$ cat src/rtl/multicycle_ctrl.sv
// Multicycle control FSM: sequences fetch/decode/execute/memory/writeback,
// holds the NZCV flag register and evaluates the instruction condition field.
module multicycle_ctrl #(
  parameter int unsigned FETCH_WAIT = 1
) (
  input  logic       clk,
  input  logic       rst,
  input  logic [3:0] cond,
  input  logic [1:0] op,
  input  logic       funct_i,
  input  logic [3:0] opcode,
  input  logic       funct_s,
  input  logic       funct_l,
  input  logic [3:0] rd,
  input  logic [3:0] alu_flags,
  input  logic       mem_ready,
  output logic       pc_en,
  output logic       pc_load,
  output logic       ir_we,
  output logic       we_RF,
  output logic       mem_re,
  output logic       mem_we,
  output logic       alu_src_b,
  output logic [2:0] alu_ctrl,
  output logic       result_src,
  output logic [3:0] flags,
  output logic       illegal,
  output logic [3:0] state
);

  typedef enum logic [3:0] {
    S_FETCH   = 4'd0,
    S_DECODE  = 4'd1,
    S_EXEC    = 4'd2,
    S_WB_ALU  = 4'd3,
    S_MEM_ADR = 4'd4,
    S_MEM_RD  = 4'd5,
    S_MEM_WR  = 4'd6,
    S_WB_MEM  = 4'd7,
    S_BRANCH  = 4'd8
  } state_t;

  localparam logic [2:0] ALU_AND = 3'b000;
  localparam logic [2:0] ALU_ORR = 3'b001;
  localparam logic [2:0] ALU_ADD = 3'b010;
  localparam logic [2:0] ALU_SUB = 3'b011;
  localparam logic [2:0] ALU_MOV = 3'b100;

  state_t     cur, nxt;
  logic [1:0] wcnt;
  logic       fetch_done;
  logic       cond_ok;
  logic       dp_ok;
  logic [2:0] dp_alu;
  logic       is_cmp;
  logic       fn, fz, fc, fv;

  assign state      = cur;
  assign fetch_done = (wcnt == 2'(FETCH_WAIT));
  assign is_cmp     = (opcode == 4'b1010);
  assign {fn, fz, fc, fv} = flags;

  always_comb begin
    cond_ok = 1'b0;
    case (cond)
      4'b0000: cond_ok = fz;
      4'b0001: cond_ok = !fz;
      4'b0010: cond_ok = fc;
      4'b0011: cond_ok = !fc;
      4'b0100: cond_ok = fn;
      4'b0101: cond_ok = !fn;
      4'b0110: cond_ok = fv;
      4'b0111: cond_ok = !fv;
      4'b1000: cond_ok = fc && !fz;
      4'b1001: cond_ok = !fc || fz;
      4'b1010: cond_ok = (fn == fv);
      4'b1011: cond_ok = (fn != fv);
      4'b1100: cond_ok = !fz && (fn == fv);
      4'b1101: cond_ok = fz || (fn != fv);
      default: cond_ok = 1'b1;
    endcase
  end

  always_comb begin
    dp_ok  = 1'b1;
    dp_alu = ALU_AND;
    case (opcode)
      4'b0000: dp_alu = ALU_AND;
      4'b1100: dp_alu = ALU_ORR;
      4'b0100: dp_alu = ALU_ADD;
      4'b0010: dp_alu = ALU_SUB;
      4'b1010: dp_alu = ALU_SUB;
      4'b1101: dp_alu = ALU_MOV;
      default: dp_ok  = 1'b0;
    endcase
  end

  always_ff @(posedge clk or negedge rst) begin
    if (!rst) begin
      cur   <= S_FETCH;
      wcnt  <= '0;
      flags <= '0;
    end else begin
      cur <= nxt;
      if (cur == S_FETCH && !fetch_done)
        wcnt <= wcnt + 2'd1;
      else
        wcnt <= '0;
      if (cur == S_EXEC && (funct_s || is_cmp))
        flags <= alu_flags;
    end
  end

  // ir_we/pc_en are gated by rst so a FETCH_WAIT=0 build stays quiet in reset.
  always_comb begin
    nxt        = cur;
    pc_en      = 1'b0;
    ir_we      = 1'b0;
    pc_load    = 1'b0;
    we_RF      = 1'b0;
    mem_re     = 1'b0;
    mem_we     = 1'b0;
    alu_src_b  = 1'b0;
    alu_ctrl   = ALU_AND;
    result_src = 1'b0;
    illegal    = 1'b0;
    case (cur)
      S_FETCH: begin
        if (fetch_done) begin
          ir_we = rst;
          pc_en = rst;
          nxt   = S_DECODE;
        end
      end
      S_DECODE: begin
        nxt = S_FETCH;
        if (cond == 4'b1111 || op == 2'b11)
          illegal = 1'b1;
        else if (op == 2'b00 && (!dp_ok || (rd == 4'd15 && !is_cmp)))
          illegal = 1'b1;
        else if (cond_ok) begin
          case (op)
            2'b00:   nxt = S_EXEC;
            2'b01:   nxt = S_MEM_ADR;
            default: nxt = S_BRANCH;
          endcase
        end
      end
      S_EXEC: begin
        alu_src_b = funct_i;
        alu_ctrl  = dp_alu;
        nxt       = is_cmp ? S_FETCH : S_WB_ALU;
      end
      S_WB_ALU: begin
        we_RF = 1'b1;
        nxt   = S_FETCH;
      end
      S_MEM_ADR: begin
        alu_src_b = 1'b1;
        alu_ctrl  = ALU_ADD;
        nxt       = funct_l ? S_MEM_RD : S_MEM_WR;
      end
      S_MEM_RD: begin
        mem_re = 1'b1;
        if (mem_ready) nxt = S_WB_MEM;
      end
      S_MEM_WR: begin
        mem_we = 1'b1;
        if (mem_ready) nxt = S_FETCH;
      end
      S_WB_MEM: begin
        we_RF      = 1'b1;
        result_src = 1'b1;
        nxt        = S_FETCH;
      end
      S_BRANCH: begin
        pc_load   = 1'b1;
        alu_src_b = 1'b1;
        alu_ctrl  = ALU_ADD;
        nxt       = S_FETCH;
      end
      default: nxt = S_FETCH;
    endcase
  end

endmodule

$ cat config.mk
export PLATFORM = sky130hd
export DESIGN_NAME = multicycle_ctrl
export DESIGN_NICKNAME = d
export VERILOG_FILES = /design/src/rtl/multicycle_ctrl.sv
export SDC_FILE = /design/constraint.sdc
export NUM_CORES = 1
export LEC_CHECK = 0
export CORE_UTILIZATION = 45
export CTS_CLUSTER_DIAMETER = 200
export CTS_CLUSTER_SIZE = 16
export DETAILED_ROUTE_END_ITERATION = 16
export DONT_BUFFER_PORTS = 1
export MAX_ROUTING_LAYER = met4
export PLACE_DENSITY = 0.68
export SYNTH_ARGS = -nofsm -noshare
export SYNTH_HDL_FRONTEND = slang
export SYNTH_SLANG_ARGS = --single-unit
$ cat constraint.sdc
create_clock -name clk -period 2.3 [get_ports clk]
set_clock_uncertainty 0.1 [all_clocks]
set_input_delay 0.46 -clock clk [delete_from_list [all_inputs] [get_ports clk]]
set_output_delay 0.46 -clock clk [all_outputs]
set_load 0.01 [all_outputs]
# Word-level counts from Yosys, hierarchy flattened
# Cells that the tools add are included.
# Widths: inputs -> output; s select.
op_classes:
  addsub: 1
  eq_ne: 36
  n_mux: 26
  reduce_logical: 27
ops:
  columns: ["op", "n"]
  rows:
  - ["$eq 4x4->1 const B", 12]
  - ["$eq 4x3->1 const B", 9]
  - ["$mux 4", 6]
  - ["$pmux 4 s6", 1]
  - ["$eq 4x2->1 const B", 5]
  - ["$pmux 1 s14", 1]
  - ["$logic_not 4->1", 3]
  - ["$pmux 3 s4", 1]
  - ["$mux 1", 11]
  - ["$eq 4x1->1 const B", 2]
  - ["$pmux 4 s2", 1]
  - ["$logic_not 1->1", 7]
  - ["$logic_and 1x1->1", 6]
  - ["$mux 2", 3]
  - ["$ne 2x2->1 const B", 3]
  - ["$pmux 3 s2", 1]
  - ["$reduce_or 2->1", 3]
  - ["$reduce_or 6->1", 1]
  - ["$logic_or 1x1->1", 5]
  - ["$eq 2x1->1 const B", 2]
  - ["$reduce_and 3->1", 1]
  - ["$add 2x1->2 const B", 1]
  - ["$eq 2x2->1 const B", 1]
  - ["$logic_not 2->1", 1]
  - ["3 further kinds", 3]
totals:
  regBits: 10
  inputBits: 24
  elab_cells: 93

# Longest topological paths before layout
logic_depth:
  ltp_word: 9
  depth_mapped: 7
  mapped_depth_nobuf: 7

# Worst setup path after synthesis
# OpenSTA, ideal clock, no wires.
synth_path:
  path_kind: "register -> output"
  from: "reg cur[3], in the netlist state[3]"
  to: "out pc_en"
  arrival_ns: 1.683
  t_required_ns: 1.740
  setup_slack_ns: 0.057
  path_stages_with_launch: 5
  n_path_buf: 2
  cell_sequence: "dfrtp_1 -> clkbuf_1 -> or4_2 -> nor2_1 -> buf_4"
synth_via:
  elab_chain_cells: 2
synth_rtl:
  columns: ["item", "line_no", "rtl"]
  rows:
  - ["from (decl)", "49", "state_t cur, nxt;"]
  - ["from (signal assigned)", "104", "cur <= nxt;"]
  - ["$logic_not 4->1", null, null]
  - ["$mux 1", null, null]
  - ["to (decl)", "17", "output logic pc_en,"]
# No other way between the ends.

# Worst setup path after layout
layout_path:
  from: "reg cur[3], in the netlist state[3]"
  to: "out alu_ctrl[2]"
layout_via:
  elab_chain_cells: 3
  word_cells_on_any_way: 5
  classes_between: "eq/ne (3); mux (1); reduce/logical (1)"
layout_rtl:
  columns: ["item", "line_no", "rtl"]
  rows:
  - ["$eq 4x3->1 or $eq 4x4->1 (tied branches)", "127", "case (cur)"]
  - ["$reduce_or 2->1 (no source line)", null, null]
  - ["$pmux 3 s2 (*)", "127", null]
  - ["to (decl)", "24", "output logic [2:0] alu_ctrl,"]
# Every way passes the cells marked *; elsewhere a longest branch is shown, timed or not.

==> run metrics <==
Core Area=around 2000 um^2; final critical-path share of the clock period=between 90% and 100%; number of synthesized flops with an enable pin=0; area occupied by multi-input gates=roughly 640 um^2; number of antenna violations at the first check in global routing=0; Seq/Total Area, Yosys=a little over a quarter; Worst Hold Margin=approximately 230 ps; number of detailed-routing iterations run before antenna repair=4; largest net degree at the start of global routing=14; total via count in the routed design=roughly 850; peak supply drop=approximately 0.47 mV; layout cells sized above 1=21.4%; Crit-path slowest cell=sky130_fd_sc_hd__or4b_4; shortest period the worst path allows=2180 ps; Routability Congestion=0.881; max-slew violation count=0; predominant post-synthesis flop cell=sky130_fd_sc_hd__dfrtp_1; count of nets after finishing=144; critical path buffer and inverter count=0; global-route wire length before repair=~2900 um; DIE WIDTH=roughly 48 um; ratio of total power to cell area=1160 nW/um^2; Remaining Overflow, GRT=0; data required time at the worst endpoint=around 1700 ps; worst path cell trace=or4b_4 > nor3_1; instance count of the mapped netlist=around 110; total inserted antenna cells=0; via count of the first global-routing pass=about 710; critical path class=reg -> out; post-detail-place hpwl=about 1600 um; Final TNS setup=0 ps; max-cap violation count=0; worst stage delay on the critical path=around 580 ps; H-Tree Depth=1; Clock Pin Slew Worst Setup and Hold Paths=~50 ps; total clock sinks=10; final hold vios=0; Top Ports=44; clock root buffer master=sky130_fd_sc_hd__clkbuf_4; Synth Area per Inst=~8.4 um^2; most common cell after layout, fill and taps aside=sky130_fd_sc_hd__nor2_1; proportion of synthesized flip-flops having asynchronous set or reset=between 90% and 100%; data arrival time of the worst path=about 1600 ps; nature of the critical path startpoint=flop; Num CTS Buffers=3; worst-margin pin slew=418 ps; total of warnings raised by yosys=0; RSZ-0062 raised after global routing=no; wire length per cell after detailed routing=between 10 and 15 um; critical path fanouts, max=4; post-synthesis net count=138; number of library cell types mapped by synthesis=44; max_slew headroom=roughly 72%; synthesized flop and latch total=10; Detailed Route Iter0 Violations=17; CTS tree=yes; clock latency at the later pin of the worst-skew pair=roughly 250 ps; Fillers=200; cell row count=16; I/O Buffers=0; CP delay by family, top=simple AND/OR/NAND/NOR gates; die footprint=around 2300 um^2; number of DRC violations after detailed routing=0; Detail Route Antenna Nets=0; outcome=finished, final reports clean; all-layer global routing usage=about 18%; worst hold path class=in -> reg; vias per cell=between 5 and 6; effective utilization at floorplan=between 40% and 50%; leakage power of the design=between 0.0004 and 0.0005 uW; most used cells in the layout excluding fill and tap cells=sky130_fd_sc_hd__nor2_1 (14), sky130_fd_sc_hd__dfrtp_1 (8), sky130_fd_sc_hd__inv_1 (7); number of setup violations in the final report=0; synthesis-to-layout area growth=8.30%; max frequency=roughly 460 MHz; netlist area before placement=roughly 950 um^2; endpoint type of the worst setup path=primary output; total area of sequential cells=approximately 250 um^2; total wire length=roughly 2000 um; Longest Clk Path Bufs=2; die boundary height=47.9 um
## path summary, 6_finish.rpt
kind / from / endpoint / slack, ps / cells past startpoint
worst max-delay path: state[3] / alu_ctrl[2] / 120 / 2
worst min-delay path: mem_ready / state[0] / 230 / 1
worst max register to register: state[3] / flags[0] / 530 / 3
worst min register to register: wcnt[0] / wcnt[0] / 350 / 1
max in group asynchronous: rst / state[3] / 1300 / 1
min in group asynchronous: rst / flags[1] / 480 / 1
## state kept, by name, indices dropped and copies added, names as in the netlist
| signal | flops |
|---|---|
| state | 4 |
| flags | 4 |
| wcnt | 2 |
## what timing repair did
item | in CTS | in global routing
setup buffers | 0 | 1
endpoints found under the hold margin | 10 | 0
hold buffers | 1 | 0
gates resized for setup | 1 | 3
endpoints found under the setup margin | 4 | 2
## worst reg2reg max path: cells and delay by family (launching register included)
family / cells / cell delay [ps]
and+or+nand+nor: 1 / 580
DFF: 1 / 440
muxes: 1 / 310
AOI/OAI and AO/OA: 1 / 230
## per-layer routing
layer	wire length [um]	part of all wire [%]	GRT usage (%)	vias to the layer above
met5	0	0	-	-
met3	160	7.9	5.28	0
met2	982	48	27.6	35
li1	-	-	-	422
met1	894	44	23.4	392
met4	0	0	1.67	0
## cells in the mapped netlist (3+ instances only)
cell type                  count  share of area, %
sky130_fd_sc_hd__nor2_1       15               5.9
sky130_fd_sc_hd__dfrtp_1      10                26
sky130_fd_sc_hd__inv_1         7               2.8
sky130_fd_sc_hd__nand2_1       6               2.4
sky130_fd_sc_hd__a21oi_1       5               2.6
sky130_fd_sc_hd__nor3_1        5               2.6
sky130_fd_sc_hd__o21ai_0       5               2.6
sky130_fd_sc_hd__mux2_4        4               6.3
sky130_fd_sc_hd__and3_1        3               2.0
sky130_fd_sc_hd__clkbuf_1      3               1.2
sky130_fd_sc_hd__nand2b_1      3               2.0
sky130_fd_sc_hd__nand3b_1      3               2.4
sky130_fd_sc_hd__nor2b_1       3               2.0
sky130_fd_sc_hd__xnor2_1       3               2.8
## cell families (layout without fill, tap and decap cells)
logic type,count (synthesis),in the layout,synth area share (%)
AO/OA/AOI/OAI,25,25,20.8
XOR/XNOR,4,4,3.69
adder cells (fa/ha/maj),1,1,1.32
buffers and inverters,13,17,6.72
flip-flops,10,10,26.4
multiplexers,6,6,8.43
AND/OR/NAND/NOR,54,54,32.7
## power breakdown
part / switching (uW) / internal [uW] / total, uW
Combinational: 354 / 351 / 705
Sequential: 128 / 254 / 382
Clock: 48.1 / 59.8 / 108
## cell type report
type                            count  share of cell area [%]
Clock buffer                        3                    2.19
Inverter                            7                    2.55
Multi-Input combinational cell     90                    62.3
Sequential cell                    10                    24.6
Tap cell                           27                    3.28
Timing Repair Buffer                7                    5.11
## metrics by stage
step / instance area [um^2] / power (uW) / utilization (%) / setup slack (ps) / std cells
2_1_floorplan: 950 / 920 / - / 57.4 / 113
3_3_place_gp: 983 / 1040 / 49.6 / 294 / 139
3_5_place_dp: 983 / 1060 / 49.6 / 261 / 139
4_1_cts: 1020 / 1180 / 51.3 / 52.8 / 143
5_1_grt: 1030 / 1310 / 51.9 / 60.3 / 144
6_report: 1030 / 1190 / 51.9 / 118 / 144
Power figures use the tool's default switching activity.
